## src/rtl/shared_sclk_arbiter_pkg.sv

```systemverilog
// Shared definitions for the serial-clock pin arbiter: owner codes,
// FSM state encoding and default parameter values.
package shared_sclk_pkg;

   // Owner encoding as presented on oOWNER
   localparam logic [1:0] OWN_NONE = 2'b00;
   localparam logic [1:0] OWN_LCD  = 2'b01;
   localparam logic [1:0] OWN_ADC  = 2'b10;

   // Arbiter states
   typedef enum logic [1:0] {
      IDLE    = 2'd0,
      LCD_OWN = 2'd1,
      ADC_OWN = 2'd2,
      GUARD   = 2'd3
   } state_e;

   // Default parameter values
   localparam int DEF_GUARD_CYCLES = 4;
   localparam int DEF_MAX_HOLD     = 4096;
   localparam int DEF_HOLD_W       = 16;

endpackage

```

## src/rtl/shared_sclk_arbiter.sv

```systemverilog
// Arbiter for the single GPIO serial-clock pin shared by the LCD 3-wire
// configuration controller and the touch-screen ADC SPI controller.
// One owner at a time, a guard gap of SCLK-low cycles between owners,
// and a yield request to the ADC when the LCD has waited too long.
module shared_sclk_arbiter
   import shared_sclk_pkg::*;
#(
   parameter int GUARD_CYCLES = DEF_GUARD_CYCLES,  // 1..255
   parameter int MAX_HOLD     = DEF_MAX_HOLD,      // 2..65535
   parameter int HOLD_W       = DEF_HOLD_W
) (
   input  logic       iCLK,
   input  logic       iRST,
   input  logic       iLCD_REQ,
   input  logic       iLCD_SCLK,
   output logic       oLCD_GNT,
   input  logic       iADC_REQ,
   input  logic       iADC_DCLK,
   output logic       oADC_GNT,
   output logic       oADC_YIELD,
   output logic       oSCLK,
   output logic [1:0] oOWNER,
   output logic [7:0] oYIELD_CNT
);

   localparam logic [7:0]        GUARD_LAST = 8'(GUARD_CYCLES - 1);
   localparam logic [HOLD_W-1:0] HOLD_LAST  = HOLD_W'(MAX_HOLD - 1);

   state_e            state_q,      state_d;
   logic [1:0]        last_owner_q, last_owner_d;
   logic [7:0]        guard_cnt_q,  guard_cnt_d;
   logic [HOLD_W-1:0] hold_cnt_q,   hold_cnt_d;
   logic              yield_q,      yield_d;
   logic [7:0]        yield_cnt_q,  yield_cnt_d;

   // Next-state and counter logic for the ownership FSM
   always_comb begin
      // NOTE: every _d starts from its _q so all paths assign it and no latch is inferred.
      state_d      = state_q;
      last_owner_d = last_owner_q;
      guard_cnt_d  = guard_cnt_q;
      hold_cnt_d   = hold_cnt_q;
      yield_d      = yield_q;
      yield_cnt_d  = yield_cnt_q;

      case (state_q)
         IDLE: begin
            // Fixed LCD priority when both ask from idle
            if (iLCD_REQ) begin
               state_d = LCD_OWN;
            end else if (iADC_REQ) begin
               state_d    = ADC_OWN;
               hold_cnt_d = '0;
            end
         end

         LCD_OWN: begin
            if (!iLCD_REQ) begin
               state_d      = GUARD;
               guard_cnt_d  = '0;
               last_owner_d = OWN_LCD;
            end
         end

         ADC_OWN: begin
            if (!iADC_REQ) begin
               state_d      = GUARD;
               guard_cnt_d  = '0;
               last_owner_d = OWN_ADC;
               hold_cnt_d   = '0;
               yield_d      = 1'b0;
            end else begin
               if (hold_cnt_q != HOLD_LAST) begin
                  hold_cnt_d = hold_cnt_q + 1'b1;
               end
               // Raise yield once per ownership; it then sticks until ADC releases
               if (iLCD_REQ && (hold_cnt_q == HOLD_LAST) && !yield_q) begin
                  yield_d = 1'b1;
                  if (yield_cnt_q != 8'hFF) begin
                     yield_cnt_d = yield_cnt_q + 1'b1;
                  end
               end
            end
         end

         GUARD: begin
            if (guard_cnt_q == GUARD_LAST) begin
               // Round-robin: the requester that did not own last goes first
               if (last_owner_q == OWN_LCD) begin
                  if (iADC_REQ) begin
                     state_d    = ADC_OWN;
                     hold_cnt_d = '0;
                  end else if (iLCD_REQ) begin
                     state_d = LCD_OWN;
                  end else begin
                     state_d = IDLE;
                  end
               end else begin
                  if (iLCD_REQ) begin
                     state_d = LCD_OWN;
                  end else if (iADC_REQ) begin
                     state_d    = ADC_OWN;
                     hold_cnt_d = '0;
                  end else begin
                     state_d = IDLE;
                  end
               end
            end else begin
               guard_cnt_d = guard_cnt_q + 1'b1;
            end
         end

         default: state_d = IDLE;
      endcase
   end

   // State and counter registers with synchronous reset
   always_ff @(posedge iCLK) begin
      // NOTE: non-blocking assignments so every register samples pre-edge values.
      if (iRST) begin
         state_q      <= IDLE;
         last_owner_q <= OWN_ADC;
         guard_cnt_q  <= '0;
         hold_cnt_q   <= '0;
         yield_q      <= 1'b0;
         yield_cnt_q  <= '0;
      end else begin
         state_q      <= state_d;
         last_owner_q <= last_owner_d;
         guard_cnt_q  <= guard_cnt_d;
         hold_cnt_q   <= hold_cnt_d;
         yield_q      <= yield_d;
         yield_cnt_q  <= yield_cnt_d;
      end
   end

   // Output decode from registered state; SCLK is low whenever nobody owns the pin
   always_comb begin
      oLCD_GNT = 1'b0;
      oADC_GNT = 1'b0;
      oOWNER   = OWN_NONE;
      oSCLK    = 1'b0;
      case (state_q)
         LCD_OWN: begin
            oLCD_GNT = 1'b1;
            oOWNER   = OWN_LCD;
            oSCLK    = iLCD_SCLK;
         end
         ADC_OWN: begin
            oADC_GNT = 1'b1;
            oOWNER   = OWN_ADC;
            oSCLK    = iADC_DCLK;
         end
         default: ;
      endcase
   end

   assign oADC_YIELD = yield_q;
   assign oYIELD_CNT = yield_cnt_q;

endmodule
```

## config.mk

```make
export PLATFORM = sky130hd
export DESIGN_NAME = shared_sclk_arbiter
export DESIGN_NICKNAME = d
export VERILOG_FILES = /design/src/rtl/shared_sclk_arbiter_pkg.sv /design/src/rtl/shared_sclk_arbiter.sv
export SDC_FILE = /design/constraint.sdc
export NUM_CORES = 1
export LEC_CHECK = 0
export CAP_MARGIN = 20
export CORE_AREA = 3 3 71 73
export CTS_BUF_LIST = sky130_fd_sc_hd__clkbuf_8
export DETAILED_ROUTE_END_ITERATION = 8
export DIE_AREA = 0 0 74 76
export GPL_TIMING_DRIVEN = 0
export PLACE_DENSITY = 0.72
export SYNTH_ARGS = -nofsm -noshare
export SYNTH_HDL_FRONTEND = slang
export SYNTH_SLANG_ARGS = --single-unit
```

## constraint.sdc

```tcl
create_clock -name iCLK -period 1.9 [get_ports iCLK]
set_input_delay 0.19 -clock iCLK [delete_from_list [all_inputs] [get_ports iCLK]]
set_output_delay 0.19 -clock iCLK [all_outputs]
set_load 0.01 [all_outputs]
```

# Word level (Yosys, flattened, before mapping)
# Index checks and enable logic that the tools add are counted.
# word_totals
register_bits	37
latchBits	0
ramBits	0
rom_bits	0
input_bits	6
output_inout_bits	14
wordCells	68
n_memories	0
# classes
addsub	3
multipliers	0
n_div	0
magnitude_cmp	0
eq_ne	15
shift	0
muxes	31
bitwise	0
reduce_logical	13
# op_table
cell	n
$mux W16	6
$pmux W16 S3	1
$mux W8	3
$pmux W8 S3	1
$mux W2	11
$add A16 B1 Y16 const B	1
$add A8 B1 Y8 const B	2
$eq A16 B12 Y1 const B	1
$ne A16 B12 Y1 const B	1
$reduce_and A4 Y1	3
$eq A8 B2 Y1 const B	1
$ne A2 B2 Y1 const B	4
$ne A8 B8 Y1 const B	1
$pmux W2 S2	2
$pmux W2 S4	1
$ne A3 B3 Y1 const B	2
$reduce_and A3 Y1	2
$reduce_bool A3 Y1	2
$mux W1	5
$eq A2 B1 Y1 const B	2
$eq A2 B2 Y1 const B	2
$logic_and A1 B1 Y1	2
$logic_not A2 Y1	1
$ne A2 B1 Y1 const B	1
other kinds (4)	4

# Logic depth before layout (Yosys ltp)
# Gate-level depths: netlist of the first run.
# depth
ltp_word	5
depth_mapped	8
mapped_depth_nobuf	7

# Worst setup path before layout of the first run
# No wires, ideal clock.
# synth_timing
path_type	reg2reg
start	register hold_cnt_q[0]
end	register yield_cnt_q[5], in the netlist oYIELD_CNT[5]
setup_ns	0.070
arrival_time_ns	2.057
required_ns	1.830
path_slack_ns	-0.228
stages_incl_launch_ff	8
n_path_buf	1
synth_period_minus_slack_ns	2.128
path_cell_list	dfxtp_1 -> ha_1 -> and4_1 -> nand4_4 -> or3_1 -> buf_2 -> or4_1 -> a21oi_1
# synth_via
elab_chain_len	4
# synth_lines
item	line_no	text
start, declared	shared_sclk_arbiter.sv:32	logic [HOLD_W-1:0] hold_cnt_q, hold_cnt_d;
start signal, assigned	shared_sclk_arbiter.sv:131	hold_cnt_q <= hold_cnt_d;
$eq A16 B12 Y1	shared_sclk_arbiter.sv:77	if (iLCD_REQ && (hold_cnt_q == HOLD_LAST) && !yield_q) begin
$logic_and A1 B1 Y1 (2 in series)	shared_sclk_arbiter.sv:77	
$reduce_and A4 Y1 (no line)	--	
end signal, assigned	shared_sclk_arbiter.sv:133	yield_cnt_q <= yield_cnt_d;
end, declared	shared_sclk_arbiter.sv:34	logic [7:0] yield_cnt_q, yield_cnt_d;
# Every way passes these cells.
# A chain may end at the register's enable or synchronous reset.

# Worst setup path after layout of the first run
# layout_timing
start	register hold_cnt_q[1]
end	register yield_cnt_q[5], in the netlist oYIELD_CNT[5]
# Same word-level chain as after synthesis.

==> results of run 1 <==
path summary, 6_finish.rpt:
check / startpoint / to / slack, ns
setup / recovery: hold_cnt_q[1] / oYIELD_CNT[5] / -0.07
hold reg to reg: guard_cnt_q[1] / guard_cnt_q[1] / 0.48
setup reg to reg: hold_cnt_q[1] / oYIELD_CNT[5] / -0.07
hold / removal: guard_cnt_q[1] / guard_cnt_q[1] / 0.48
state kept, by name, summed over array words and instances, names as in the netlist:
| name | count |
|---|---|
| last_owner_q | 2 |
| state_q | 2 |
| oADC_YIELD | 1 |
| oYIELD_CNT | 8 |
| hold_cnt_q | 16 |
| guard_cnt_q | 8 |
cells in the final DEF (no fill, tap or decap), types with 5 or more instances in the layout:
| master | instances |
|---|---|
| a21oi_1 | 18 |
| dfxtp_1 | 29 |
| inv_1 | 8 |
| clkdlybuf4s50_1 | 17 |
| nand4_1 | 5 |
| xor2_1 | 5 |
| xnor2_1 | 6 |
| clkbuf_8 | 6 |
| nor2b_1 | 5 |
| nand3_1 | 11 |
| a21oi_2 | 5 |
| nor2_1 | 31 |
| buf_4 | 21 |
| nand2_1 | 29 |
| nor3_1 | 9 |
| o21ai_0 | 9 |
| a21o_1 | 6 |
stage by stage:
stage | util (%) | power, mW | cell area [um2]
after floorplan | - | 1.586 | 2276
after global placement | 57.11 | 1.853 | 2521
after detailed placement | 57.11 | 1.872 | 2521
after CTS | 62.64 | 2.542 | 2765
after global routing | 66.30 | 2.880 | 2927
final | 66.30 | 2.725 | 2927
layout make-up:
| class | instances | area (um2) | area share [%] |
|---|---|---|---|
| plain buffers | 13 | 78.83 | 2.693 |
| clock buffers | 6 | 82.58 | 2.822 |
| clock inverters | 1 | 7.507 | 0.2565 |
| inverters | 11 | 43.79 | 1.496 |
| multi-input cells | 222 | 1589 | 54.30 |
| flip-flops and latches | 37 | 760.7 | 25.99 |
| well taps | 52 | 65.06 | 2.223 |
| repair buffers | 34 | 299.0 | 10.22 |
worst register-to-register path, cell delays in order (launching register included):
cell     delay [ns]
dfxtp_4        0.37
ha_4           0.13
and4_4         0.25
nand4_4        0.12
or3_4          0.43
or4_4          0.50
a21oi_2        0.12
where the power goes:
group | switching, mW | internal [mW]
Combinational | 0.712 | 0.563
Clock | 0.289 | 0.287
Sequential | 0.0495 | 0.825
Total | 1.05 | 1.67
cell usage after synthesis (2+ instances only):
cell / count
clkbuf_1: 7
nand2b_1: 3
nand2_1: 30
a21o_1: 6
and4_2: 2
a211o_1: 3
and2_1: 3
a21oi_1: 23
o31ai_1: 3
o21ai_0: 10
a22oi_1: 5
inv_1: 11
a31oi_1: 5
nand3_1: 11
xor2_1: 5
nor4_1: 6
a41oi_1: 3
and3_1: 3
nand3b_1: 3
nor2b_1: 5
buf_2: 3
a211oi_1: 2
clkbuf_2: 2
ha_1: 8
nand4_1: 5
a311oi_1: 3
a31o_2: 3
dfxtp_1: 37
buf_4: 2
nor2_1: 31
xnor2_1: 6
or4_1: 3
nor3_1: 11
o211ai_1: 3
metal layers:
layer	vias up	GRT usage (%)
met1	1064	29.02
met3	10	4.222
li1	1117	-
met4	0	6.703
met5	-	0
met2	43	33.51
cell families after synthesis:
group	after synthesis
muxes	2
xor gates and xnor gates	11
buffers and inverters	26
AOI/OAI and AO/OA	77
DFF	37
adders and majority gates	8
and+or+nand+nor	124
what timing repair did:
| action | 4_1_cts | 5_1_grt |
|---|---|---|
| cloned | 0 | 0 |
| pin swaps | 5 | 12 |
| setup endpoints to repair | 32 | 33 |
| resized for setup | 23 | 37 |
| buffers inserted | 10 | 6 |
==> impl_metrics.tcl, run 1 <==
set metrics [dict create \
    status "finished with violations" \
    violations "negative setup slack" \
    die-area_mm2 0.005624 \
    hold_depth 2 \
    route.met3.wl_um 219 \
    synth_xor_area_share_pct 4.314 \
    dieWidth_um 74 \
    criticalPathCategory "flip-flop to flip-flop" \
    grt_antenna_before_repair 0 \
    maxCapViolCount 0 \
    setup_violations 3 \
    post-route-min-period_ns 1.971 \
    htreeDepth 2 \
    fin_worst_skew_ns 0.01023 \
    power_density_mw_per_mm2 931.2 \
    cts.clk_slew.worst_paths_ns 0.08 \
    synth_top_family_by_area "simple AND/OR/NAND/NOR gates" \
    fmax_ghz 0.5074 \
    antenna_cells 0 \
    grt_max_degree 12 \
    synth_compound_area_share_pct 23.03 \
    syn_inst 285 \
    max_slew.worst_pin.slew_ns 0.7150 \
    io_buffers 18 \
    synth_area_leaders "dfxtp_1, nor2_1, a21oi_1" \
    cts.sinks 37 \
    yosys.area.top_type_share_pct 33.17 \
    hold_class "flip-flop to flip-flop" \
    grt_setup_unrepaired "yes" \
    clock-root-buffer "clkbuf_8" \
    area_growth_pct 31.04 \
    clockBufferDepth 2 \
    final.setup.tns_ns -0.1772 \
    cts_hold_buf 0 \
    fin_cells 376 \
    rows 24 \
    wl_per_cell_um 15.82 \
    hpwl_um 3894 \
    syn_area_per_cell_um2 7.836 \
    finalHoldViolCount 0 \
    synth-seq-cells 37 \
    grt_pass1_wl_um 9666 \
    topRoutingLayerUsed "met4" \
    max_stage_delay_ns 0.49 \
    crit_path_top_delay_cell "or4_4" \
    place_congestion 0.8557 \
    core_mm2 0.004414 \
    endpoint_kind "flip-flop" \
    fin_hold_ws_ns 0.4816 \
    wl_met1_um 2713 \
    routed_wl_um 5947 \
    leakage_nw 0.9672 \
    path_max_fanout 6 \
    dp_cells 355 \
    yosys_warnings 0 \
    fill_cells 360 \
    synth_mux_area_share_pct 0.9524 \
    async_flop_share_pct 0 \
    dr.pass1.iters 4 \
    synth_cell_types 53 \
    post-place-ws_ns -0.4926 \
    drive_gt1_share_pct 26.85 \
    worst_slack_ns -0.07102 \
    start_util_pct 50.60 \
    grt_overflow 0 \
    num_vias 2234 \
    synthAdderAreaFrac_pct 4.482 \
    nets 338 \
    synth_edf_count 0 \
    peakVddDrop_mv 0.4398 \
    fin_crit_sh_pct 103.7 \
    drcViolationCount 0 \
    worst_r2r_path_depth 6 \
    track_usage_pct 21.34 \
    mappedNetlistNets 299 \
    cp_top_family "simple AND/OR/NAND/NOR gates" \
    yosysTopAreaCell "dfxtp_1" \
    cts_buffers 5 \
    path_buf_inv 0 \
    pin_count 20 \
    synthesis.area_mm2 0.002233 \
    synth_simple_gate_area_share_pct 29.08 \
    fp.dieH_um 76 \
    viasPerCell 5.941 \
    grt_pass1_vias 2084 \
    crit_path_start_kind "flip-flop" \
    required_ns 2.13 \
    dr_wl_met2_um 2931 \
    timing.slew.headroom_pct 52.33 \
    clock_latency_ns 0.29 \
    postRouteAntennaNets 0 \
    arrival_ns 2.20 \
    synth_seq_area_share_pct 33.17 \
    crit_cells 6 \
    drt_iter0_markers 149 \
    slew_viol_final 0 \
    ys.flop_type "dfxtp_1" \
    cts_tree "yes" \
    crit_chain "ha_4 > and4_4 > nand4_4 > or3_4 > or4_4 > a21oi_2" \
]
Power figures use the tool's default switching activity.
==> run 2: changes to the inputs <==
Settings changed: SLEW_MARGIN set to 15.
==> results of run 2 <==
Final layout, timing and power as in run 1 (identical DEF).
==> run 3: changes to the inputs <==
Settings changed: SLEW_MARGIN 15 to not set.
==> results of run 3 <==
Final layout, timing and power as in run 1 (identical DEF).
==> RTL change: new RTL, flow settings as in run 2 <==
One comparison of `hold_cnt_q` changes from == to >=.
--- a/src/rtl/shared_sclk_arbiter.sv
+++ b/src/rtl/shared_sclk_arbiter.sv
@@ -75,5 +75,5 @@
                end
                // Raise yield once per ownership; it then sticks until ADC releases
-               if (iLCD_REQ && (hold_cnt_q == HOLD_LAST) && !yield_q) begin
+               if (iLCD_REQ && (hold_cnt_q >= HOLD_LAST) && !yield_q) begin
                   yield_d = 1'b1;
                   if (yield_cnt_q != 8'hFF) begin
Formal check against the unedited RTL: same outputs for any inputs over 10 cycles, from zero or initial values and one cycle with iRST high; that may be too few to reach the edited logic, so the function may still have changed.
==> RTL change against run 2 <==
- routed wire length up 4.1%
- sequential share of layout area down 0.40 points
- worst setup slack better by 110 ps
- cell area up 2.6%
- power up 2.0%
- fmax up 5.6%
- area after synthesis down 1.1%
- sequential cell count unchanged
==> RTL change: results (changes against run 2) <==
- RR Endpoint: hold_cnt_q[12]
- HPWL after detailed placement: 3770 um (-3.3%)
- DR vias: 2283 (+2.2%)
- Layout cell share with drive strength beyond 1: 0.281 (+0.0122)
- Met2 usage in global routing: 0.317 (-0.0177)
- Leakage: 1.04 nW (+7.1%)
- Most instantiated cells after synthesis: dfxtp_1 (37), nor2_1 (34), a21oi_1 (26)
- Launching point of the worst reg2reg path: hold_cnt_q[0]
- Worst hold start: iLCD_REQ
- WHS Endpoint: oADC_YIELD
- Syn Area/Cell: 8.06 um2 (+2.8%)
- Placer Congestion: 0.834 (-2.6%)
- CP max stage cell: dfxtp_4
- Top cells by area, synth: dfxtp_1 (34%), a21oi_1 (5.9%), nor2_1 (5.8%)
- Final WS setup: 34.1 ps (+105 ps)
- Status: finished, final reports clean
- R2R depth: 9 (+3)
- Post-Synthesis Net Count: 288 (-3.7%)
- Sequential fraction of the synthesis area: 0.335 (+0.00376)
- Drt initial violations: 162 (+8.7%)
- Hold path cells: 3 (+1)
- Worst-path maximum fanout: 5 (-1)
- DP Worst Slack: -405 ps (+87.2 ps)
- Nets: 330 (-2.4%)
- Total track usage: 0.210 (-0.00302)
- Worst VDD drop: 917 uV (+110%)
- GR Util met3: 0.0449 (+0.00264)
==> RTL change: cell types whose count changed after synthesis, moves of 4 or more <==
cell / before / now
nand2_1: 30 / 19
xnor2_1: 6 / 0
nand3_1: 11 / 7
mux2i_1: 1 / 5
a31oi_1: 5 / 1
a21o_1: 6 / 2
nor2b_1: 5 / 1
==> RTL change: repair_timing <==
| action | in CTS | in global routing |
|---|---|---|
| setup endpoints to repair | 29 | 23 |
| pin swaps | 3 | 14 |
| resized for setup | 36 | 41 |
| setup buffers | 10 | 8 |
| cloned | 0 | 1 |
==> RTL change: power breakdown <==
part	switching, mW	internal (mW)
clock network	0.283	0.249
logic	0.732	0.643
registers	0.0495	0.824
==> RTL change: layout make-up <==
| cell class | count | share of cell area |
|---|---|---|
| Tap cell | 52 | 0.0217 |
| Timing Repair Buffer | 36 | 0.113 |
| Sequential cell | 37 | 0.256 |
| Clock inverter | 3 | 0.00459 |
| Buffer | 13 | 0.0367 |
| Multi-Input combinational cell | 211 | 0.529 |
| Inverter | 12 | 0.0158 |
| Clock buffer | 5 | 0.0229 |
==> RTL change: critical path: cells and delay by family, from the launching register on <==
kind	cells	cell delay [ps]
fa+ha+maj	1	180
compound gates	3	640
flops	1	370
buf+inv	3	400
simple gates	2	150
==> RTL change: per-stage QoR <==
step                      hold slack, ps  cell area [um2]  TNS, ps  instances  total power, mW
after floorplan                      472             2220        0        274             1.58
after global placement               489             2460    -6760        343             1.85
after detailed placement             485             2460    -7140        343             1.86
after CTS                            218             2740        0        360             2.56
after global routing                 237             3000     -349        369             2.96
final                                230             3000        0        369             2.78
==> RTL change: logic make-up after synthesis <==
family,after synthesis,synth area share
mux,5,0.0227
xor+xnor,7,0.0278
simple gates,110,0.261
fa+ha+maj,8,0.0453
buf+inv,26,0.0606
flops,37,0.335
compound gates,81,0.248
